--- src/rtl/uart_pkg.sv ---
// Shared types and defaults for the UART transmit path.
package uart_pkg;

  typedef enum logic [1:0] {
    TX_IDLE,
    TX_REQ,
    TX_SEND
  } tx_state_t;

  localparam int ADDR_W_DEF    = 4;
  localparam int LOW_WATER_DEF = 2;

endpackage

--- src/rtl/byte_fifo.sv ---
// Power-of-two byte FIFO with occupancy count and sticky overflow.
module byte_fifo
  import uart_pkg::*;
#(
  parameter int ADDR_W = ADDR_W_DEF
) (
  input  logic              clk,
  input  logic              reset,
  input  logic              push,
  input  logic [7:0]        push_data,
  input  logic              pop,
  output logic [7:0]        pop_data,
  input  logic              clr_ovf,
  output logic              full,
  output logic              empty,
  output logic [ADDR_W:0]   count,
  output logic              overflow
);

  localparam int DEPTH = 1 << ADDR_W;

  logic [7:0]        mem [DEPTH];
  logic [ADDR_W-1:0] wr_ptr;
  logic [ADDR_W-1:0] rd_ptr;
  logic              push_ok;
  logic              pop_ok;

  // count never exceeds DEPTH, so its MSB alone marks full
  assign full     = count[ADDR_W];
  assign empty    = (count == '0);
  assign push_ok  = push & ~full;
  assign pop_ok   = pop & ~empty;
  assign pop_data = mem[rd_ptr];

  always_ff @(posedge clk) begin
    if (push_ok) mem[wr_ptr] <= push_data;
  end

  always_ff @(posedge clk) begin
    if (!reset) begin
      wr_ptr   <= '0;
      rd_ptr   <= '0;
      count    <= '0;
      overflow <= 1'b0;
    end else begin
      if (push_ok) wr_ptr <= wr_ptr + 1'b1;
      if (pop_ok) rd_ptr <= rd_ptr + 1'b1;
      unique case ({push_ok, pop_ok})
        2'b10:   count <= count + 1'b1;
        2'b01:   count <= count - 1'b1;
        default: count <= count;
      endcase
      if (push & full) overflow <= 1'b1;
      else if (clr_ovf) overflow <= 1'b0;
    end
  end

endmodule

--- src/rtl/uart_tx_fifo.sv ---
// Transmit FIFO draining bytes into the UART core via tx_en/tx_busy.
// Optional low-water IRQ enabled by defining TX_FIFO_IRQ_EN.
module uart_tx_fifo
  import uart_pkg::*;
#(
  parameter int ADDR_W    = ADDR_W_DEF,
  parameter int LOW_WATER = LOW_WATER_DEF
) (
  input  logic              clk,
  input  logic              reset,
  input  logic [7:0]        wr_data,
  input  logic              wr_en,
  input  logic              clr_ovf,
  output logic              full,
  output logic              empty,
  output logic [ADDR_W:0]   count,
  output logic              overflow,
  output logic [7:0]        tx_data,
  output logic              tx_en,
  input  logic              tx_busy,
  output logic              idle
`ifdef TX_FIFO_IRQ_EN
  ,
  input  logic              irq_en,
  output logic              irqb
`endif
);

  tx_state_t  state;
  logic       pop;
  logic [7:0] pop_data;

  assign pop  = (state == TX_IDLE) & ~empty;
  assign idle = empty & (state == TX_IDLE);

  byte_fifo #(
    .ADDR_W(ADDR_W)
  ) u_fifo (
    .clk      (clk),
    .reset    (reset),
    .push     (wr_en),
    .push_data(wr_data),
    .pop      (pop),
    .pop_data (pop_data),
    .clr_ovf  (clr_ovf),
    .full     (full),
    .empty    (empty),
    .count    (count),
    .overflow (overflow)
  );

  always_ff @(posedge clk) begin
    if (!reset) begin
      state   <= TX_IDLE;
      tx_en   <= 1'b0;
      tx_data <= 8'h00;
    end else begin
      unique case (state)
        TX_IDLE: begin
          if (!empty) begin
            tx_data <= pop_data;
            tx_en   <= 1'b1;
            state   <= TX_REQ;
          end
        end
        TX_REQ: begin
          if (tx_busy) begin
            tx_en <= 1'b0;
            state <= TX_SEND;
          end
        end
        TX_SEND: begin
          if (!tx_busy) state <= TX_IDLE;
        end
        default: begin
          tx_en <= 1'b0;
          state <= TX_IDLE;
        end
      endcase
    end
  end

`ifdef TX_FIFO_IRQ_EN
  localparam logic [ADDR_W:0] LW = (ADDR_W+1)'(LOW_WATER);

  always_ff @(posedge clk) begin
    if (!reset) irqb <= 1'b1;
    else irqb <= ~(irq_en & (count <= LW));
  end
`endif

endmodule
--- config.mk ---
export PLATFORM = sky130hd
export DESIGN_NAME = uart_tx_fifo
export DESIGN_NICKNAME = d
export VERILOG_FILES = /design/src/rtl/uart_pkg.sv /design/src/rtl/byte_fifo.sv /design/src/rtl/uart_tx_fifo.sv
export SDC_FILE = /design/constraint.sdc
export NUM_CORES = 1
export LEC_CHECK = 0
export CAP_MARGIN = 20
export CORE_UTILIZATION = 55
export CTS_BUF_LIST = sky130_fd_sc_hd__clkbuf_8 sky130_fd_sc_hd__clkbuf_16
export CTS_CLUSTER_SIZE = 20
export DETAILED_ROUTE_END_ITERATION = 16
export PLACE_DENSITY = 0.77
export SYNTH_ARGS = -nofsm -noshare
export SYNTH_HDL_FRONTEND = slang
export SYNTH_SLANG_ARGS = --single-unit
export TNS_END_PERCENT = 100
--- constraint.sdc ---
create_clock -name clk -period 3.2 [get_ports clk]
set_clock_uncertainty 0.05 [all_clocks]
set_input_delay 0.96 -clock clk [delete_from_list [all_inputs] [get_ports clk]]
set_output_delay 0.96 -clock clk [all_outputs]
set_load 0.1 [all_outputs]
==> results of run 1 <==
[layout by cell type, fill, tap and decap left out, drive strengths merged, types with 7 or more instances in the layout]
cell type and instances:
o22ai 16, mux2i 36, inv 7, dfxtp 25, clkinv 7, edfxtp 128
nor2 35, a31oi 10, ha 8, clkbuf 17, a22oi 8, a21oi 7
o21ai 12, nand2 10, mux4 16, clkdlybuf4s50 12, buf 41
[sequential cells by signal, summed over array words and instances, names as in the netlist]
name and count:
u_fifo.rd_ptr 4, u_fifo.count 5, tx_en 1, u_fifo.mem 128, tx_data 8, u_fifo.overflow 1
u_fifo.wr_ptr 4, state 2
[power groups by stage]
stage | sequential, mW | clock, mW | combinational (mW)
after floorplan | 2.82 | 0 | 0.982
after global placement | 2.46 | 0 | 1.69
after detailed placement | 2.47 | 0 | 1.73
after CTS | 2.43 | 2.08 | 1.74
after global routing | 2.45 | 2.17 | 1.83
final | 2.43 | 2.07 | 1.73
[cell usage after synthesis, types with 4 or more instances]
library cell	instances	area, um^2
edfxtp_1	128	3840
mux2i_1	36	360
nor2_1	35	131
dfxtp_1	25	500
mux4_2	16	360
o22ai_1	15	93.8
o21ai_0	11	55.1
a31oi_1	10	62.6
nand2_1	10	37.5
buf_2	9	45.0
a22oi_1	8	60.1
ha_1	8	100
a21oi_1	7	35.0
buf_6	6	67.6
inv_1	6	22.5
xor2_1	6	52.6
clkbuf_1	5	18.8
nand2b_1	5	31.3
nor3_1	5	25.0
xnor2_1	4	35.0
[per-stage QoR]
step | hold slack (ns) | worst slack, ns
finish | 0.428 | 0.338
global placement | 0.407 | 0.0877
floorplan | 0.504 | 0.0153
CTS | 0.436 | 0.313
detailed placement | 0.427 | 0.0130
global route | 0.476 | 0.234
[metal layers]
| layer | global-route usage (%) | vias to the layer above |
|---|---|---|
| met5 | 0 | - |
| met4 | 9.30 | 0 |
| met3 | 4.28 | 12 |
| met2 | 39.0 | 140 |
| met1 | 28.1 | 1710 |
| li1 | - | 1573 |
[final timing paths]
check / from / to / slack (ns) / depth (start not counted)
hold reg to reg: u_fifo.overflow / u_fifo.overflow / 0.43 / 2
hold / removal: u_fifo.overflow / u_fifo.overflow / 0.43 / 2
setup / recovery: u_fifo.count[0] / idle / 0.34 / 4
setup reg to reg: u_fifo.count[0] / u_fifo.count[4] / 0.79 / 9
[cells by family after synthesis]
family	after synthesis
AOI/OAI and AO/OA	58
and+or+nand+nor	72
buffers and inverters	30
muxes	52
xor gates and xnor gates	10
DFF	153
adders and majority gates	8
[cell type report]
class / count / area (um^2)
sequential: 153 / 4350
fill: 720 / 3600
multi-input combinational: 200 / 1680
timing repair buffer: 53 / 440
clock buffer: 17 / 414
clock inverter: 15 / 204
tap: 140 / 175
inverter: 6 / 22.5
[critical path, stage by stage, from the launching register on]
cell and delay, ns:
dfxtp_1 0.38, nor3_4 0.37, nand2_1 0.18, nor3_4 0.19, buf_12 0.20
==> results.toml, run 1 <==
[sta]
fin_tns_setup_ns = 0
grt_setup_unrepaired = "false"
period_minus_slack_ns = 2.86
max_slew.worst_pin.slew_ns = 0.817
final-hold-violation-count = 0
setup_viol = 0
finalCritPeriodShare_pct = 89.4
fmax_mhz = 349
slew_headroom_pct = 45.5
maxSlewViolCount = 0

[flow_run]
cap_viol_max_count = 0

[yosys]
synth_top_family_by_area = "multiplexers"
synth_flop_cell = "edfxtp_1"
synth-compound-area-share_pct = 6.39
syn-num-nets = 404
synthDistinctLibCells = 42
postSynthAreaPerCell_um2 = 16.1
netlist_area_um2 = 6180
yosys.area_share.simple_pct = 5.87
synthXorXnorAreaFrac_pct = 1.42
synth_edf_count = 128
async_reset_ff_share_pct = 0
seq_area_frac_synth_pct = 70.2
syn_inst = 383
synth.mux.area_fraction_pct = 11.7
ys_ff_latch = 153
yosysWarnings = 0
yosys.area_share.adder_pct = 1.62

[power]
p_leak_nw = 2.41
power_switching_mw = 2.06
power_frac_clock_pct = 33.3
netSwitchingFraction_pct = 33.1
finalPower_mw = 6.23
power.share.combinational_pct = 27.7
peakVddDrop_v = 0.000908
power.density_nw_per_um2 = 855
p_int_mw = 4.17
pwr-share-seq_pct = 39.0

[finish]
nNetsFinal = 452
syn2layout_area_growth_pct = 17.8
fin_util_pct = 66.9
diodes = 0
final_cells = 584
drive_gt1_share_pct = 22.1
design_area_um2 = 7280

[floorplan]
die_h_um = 108
initial_core_util_pct = 56.8
die_w_um = 108
dieArea_um2 = 11700
pin_count = 31
rows = 38
core_um2 = 10900

[detailed_routing]
route.met3.wl_um = 823
wl_per_cell_um = 20.9
top_layer = "met4"
first_pass_iters = 4
drc = 0
via_count = 3435
wirelength_met1_um = 4790
wl_met2_um = 6430
routed_wl_um = 12200
viasPerCell = 5.88
drtAntennaViolNets = 0
dr.first_iter.drc_count = 295

[global_route]
overflow = 0
grt_use_total_pct = 22.6
grt_pass1_vias = 3469
grt_max_degree = 51
grt_pass1_wl_um = 18500
antenna_found_initial = 0

[clock_tree]
cts-root-buf = "clkbuf_8"
clk_pin_slew_worst_paths_ns = 0.06
clock_path_buffers = 2
cts_tree = "built"
cts_resized = 0
htreeDepth = 4
worstSkewPairLatency_ns = 0.52
numClockSinks = 153
numCtsBuffers = 17
hold_buffers = 0
cts_setup_buffers = 0

[hold_path]
min_path_type = "reg2reg"

[outcome]
run_status = "complete, no violations"

[critical_path]
start_kind = "flip-flop"
worstPathRequired_ns = 2.19
end_kind = "output pin"
critPathKind = "reg2out"
arrival_ns = 1.85
crit_fanout = 5

[placement]
io_buffer_count = 30
dp_hpwl_um = 7660
place_area_um2 = 6670
place_congestion = 0.843
dp_cells = 552
Note: power is estimated with default switching activity, not from simulation.
==> run 2, diff against run 1 <==
Settings changed: RECOVER_POWER set to 50.
==> run 2 against run 1 <==
Wire length is essentially flat. Cell area down 0.15%. Register-to-register slack lost 0.27 ns. Non-clock buffer count stayed put. Sequential cell count unchanged. Power barely moved. Utilization is 0.10 points lower. First-iteration DRC count shrank 1.4%. Via count is 0.58% higher. Worst setup slack improved by 0.0015 ns. Largest power group unchanged.
==> results.toml, run 2 (synthesis gave the netlist of run 1 again) <==
[finish]
layout_common_cells = "edfxtp_1, buf_4, mux2i_1"
nNetsFinal = 452
syn2layout_area_growth_pct = 17.6
final_cells = 584
multi_input_area_um2 = 1680
largest_reg_flops = 128
ff_latch_area_um2 = 4350
nFillCells = 723
diodes = 0
final_common_cell = "edfxtp_1"
drive_gt1_share_pct = 21.4
top_regs = "u_fifo.mem x128, tx_data x8, u_fifo.count x5"
top_register = "u_fifo.mem"

[sta]
max_slew.worst_pin.slew_ns = 1.19
final-hold-violation-count = 0
slew_headroom_pct = 21.0
finalCritPeriodShare_pct = 89.4
fin_tns_setup_ns = 0
setup_viol = 0
maxSlewViolCount = 0
fmax_mhz = 350
grt_setup_unrepaired = "false"
period_minus_slack_ns = 2.86

[global_route]
grt_pass1_vias = 3469
grt_pass1_wl_um = 18500
antenna_found_initial = 0
grt_max_degree = 51
grt_use_total_pct = 22.6
overflow = 0

[hold_path]
min_path_type = "reg2reg"
min_from = "u_fifo.overflow"
whs_path_depth = 2
whs_endpoint = "u_fifo.overflow"

[detailed_routing]
drtAntennaViolNets = 0
wl_per_cell_um = 20.9
viasPerCell = 5.92
dr.first_iter.drc_count = 291
via_count = 3455
first_pass_iters = 4
drc = 0
routed_wl_um = 12200

[critical_path]
worst-r2r-setup-slack_ns = 0.52
path_common_cell = "nor3_4"
end_kind = "output pin"
critPathTopFamily = "simple AND/OR/NAND/NOR gates"
critPathKind = "reg2out"
crit_start = "u_fifo.count[0]"
rr_startpoint = "u_fifo.rd_ptr[0]"
path_cells = "nor3_4 > nand2_1 > nor3_4 > buf_12"
r2r_cells = 4
start_kind = "flip-flop"
rr_endpoint = "tx_data[7]"
arrival_ns = 1.85
worstPathRequired_ns = 2.19
crit_fanout = 5
critPathSlowestCell = "dfxtp_1"
cp_slowest_stage_delay_ns = 0.38
cp_num_buf_inv = 1

[clock_tree]
cts_tree = "built"
worstSkewPairLatency_ns = 0.52
cts_resized = 0
hold_buffers = 0
cts_setup_buffers = 0
cts-root-buf = "clkbuf_8"
clock_path_buffers = 2
numCtsBuffers = 17
numClockSinks = 153
clk_pin_slew_worst_paths_ns = 0.06
htreeDepth = 4

[floorplan]
dieArea_um2 = 11700
core_um2 = 10900
die_w_um = 108
initial_core_util_pct = 56.8
pin_count = 31
rows = 38
die_h_um = 108

[placement]
io_buffer_count = 30
dp_hpwl_um = 7660
dp_cells = 552
place_congestion = 0.843

[power]
power.density_nw_per_um2 = 856
peakVddDrop_v = 0.000908
p_leak_nw = 2.40

[flow_run]
cap_viol_max_count = 0

[outcome]
run_status = "complete, no violations"
[run 2: changes by cell type in the layout (fill, tap and decap cells not counted), sizes merged]
cell and change:
buf -3, clkbuf +3, clkdlybuf4s50 -9, dlygate4sd3 +9
[run 2: through the flow]
stage | utilization [%] | setup WS [ns] | instance area (um^2) | power (mW) | hold WS (ns)
5_1_grt | 66.8 | 0.234 | 7270 | 6.44 | 0.476
6_report | 66.8 | 0.340 | 7270 | 6.23 | 0.428
2_1_floorplan | - | 0.0153 | 6200 | 3.80 | 0.504
3_5_place_dp | 61.2 | 0.0130 | 6670 | 4.20 | 0.427
4_1_cts | 66.9 | 0.313 | 7280 | 6.25 | 0.436
3_3_place_gp | 61.2 | 0.0877 | 6670 | 4.15 | 0.407
[run 2: area by class of cell]
cell class | count | area share [%]
inverter | 6 | 0.310
multi-input combinational | 200 | 23.1
timing repair buffer | 53 | 5.90
tap | 140 | 2.41
clock buffer | 17 | 5.69
sequential | 153 | 59.8
clock inverter | 15 | 2.80
[run 2: worst register-to-register path, delay by kind of cell (launching register included)]
| kind | cells | cell delay [ns] |
|---|---|---|
| buf+inv | 1 | 0.92 |
| mux | 1 | 0.62 |
| flops | 1 | 0.59 |
| compound gates | 2 | 0.36 |
[run 2: where the power goes]
group / switching (mW) / leakage [nW] / internal [mW]
clock: 0.743 / 0.298 / 1.33
sequential: 0.139 / 1.36 / 2.29
combinational: 1.18 / 0.738 / 0.536
[run 2: how the worst max path moves through the flow]
stage          slack, ns  cells after the start         endpoint
2_1_floorplan       0.02                     11  u_fifo.count[4]
3_3_place_gp        0.09                     10  u_fifo.count[4]
3_5_place_dp        0.01                     10  u_fifo.count[4]
4_1_cts             0.31                      4             idle
5_1_grt             0.23                      4             idle
6_report            0.34                      4             idle
[run 2: layer usage]
| metal | track usage, % | up-vias | wire, um |
|---|---|---|---|
| met1 | 28.1 | 1735 | 4820 |
| met2 | 39.0 | 136 | 6420 |
| met5 | 0 | - | 0 |
| met3 | 4.28 | 12 | 805 |
| met4 | 9.30 | 0 | 164 |
| li1 | - | 1572 | - |
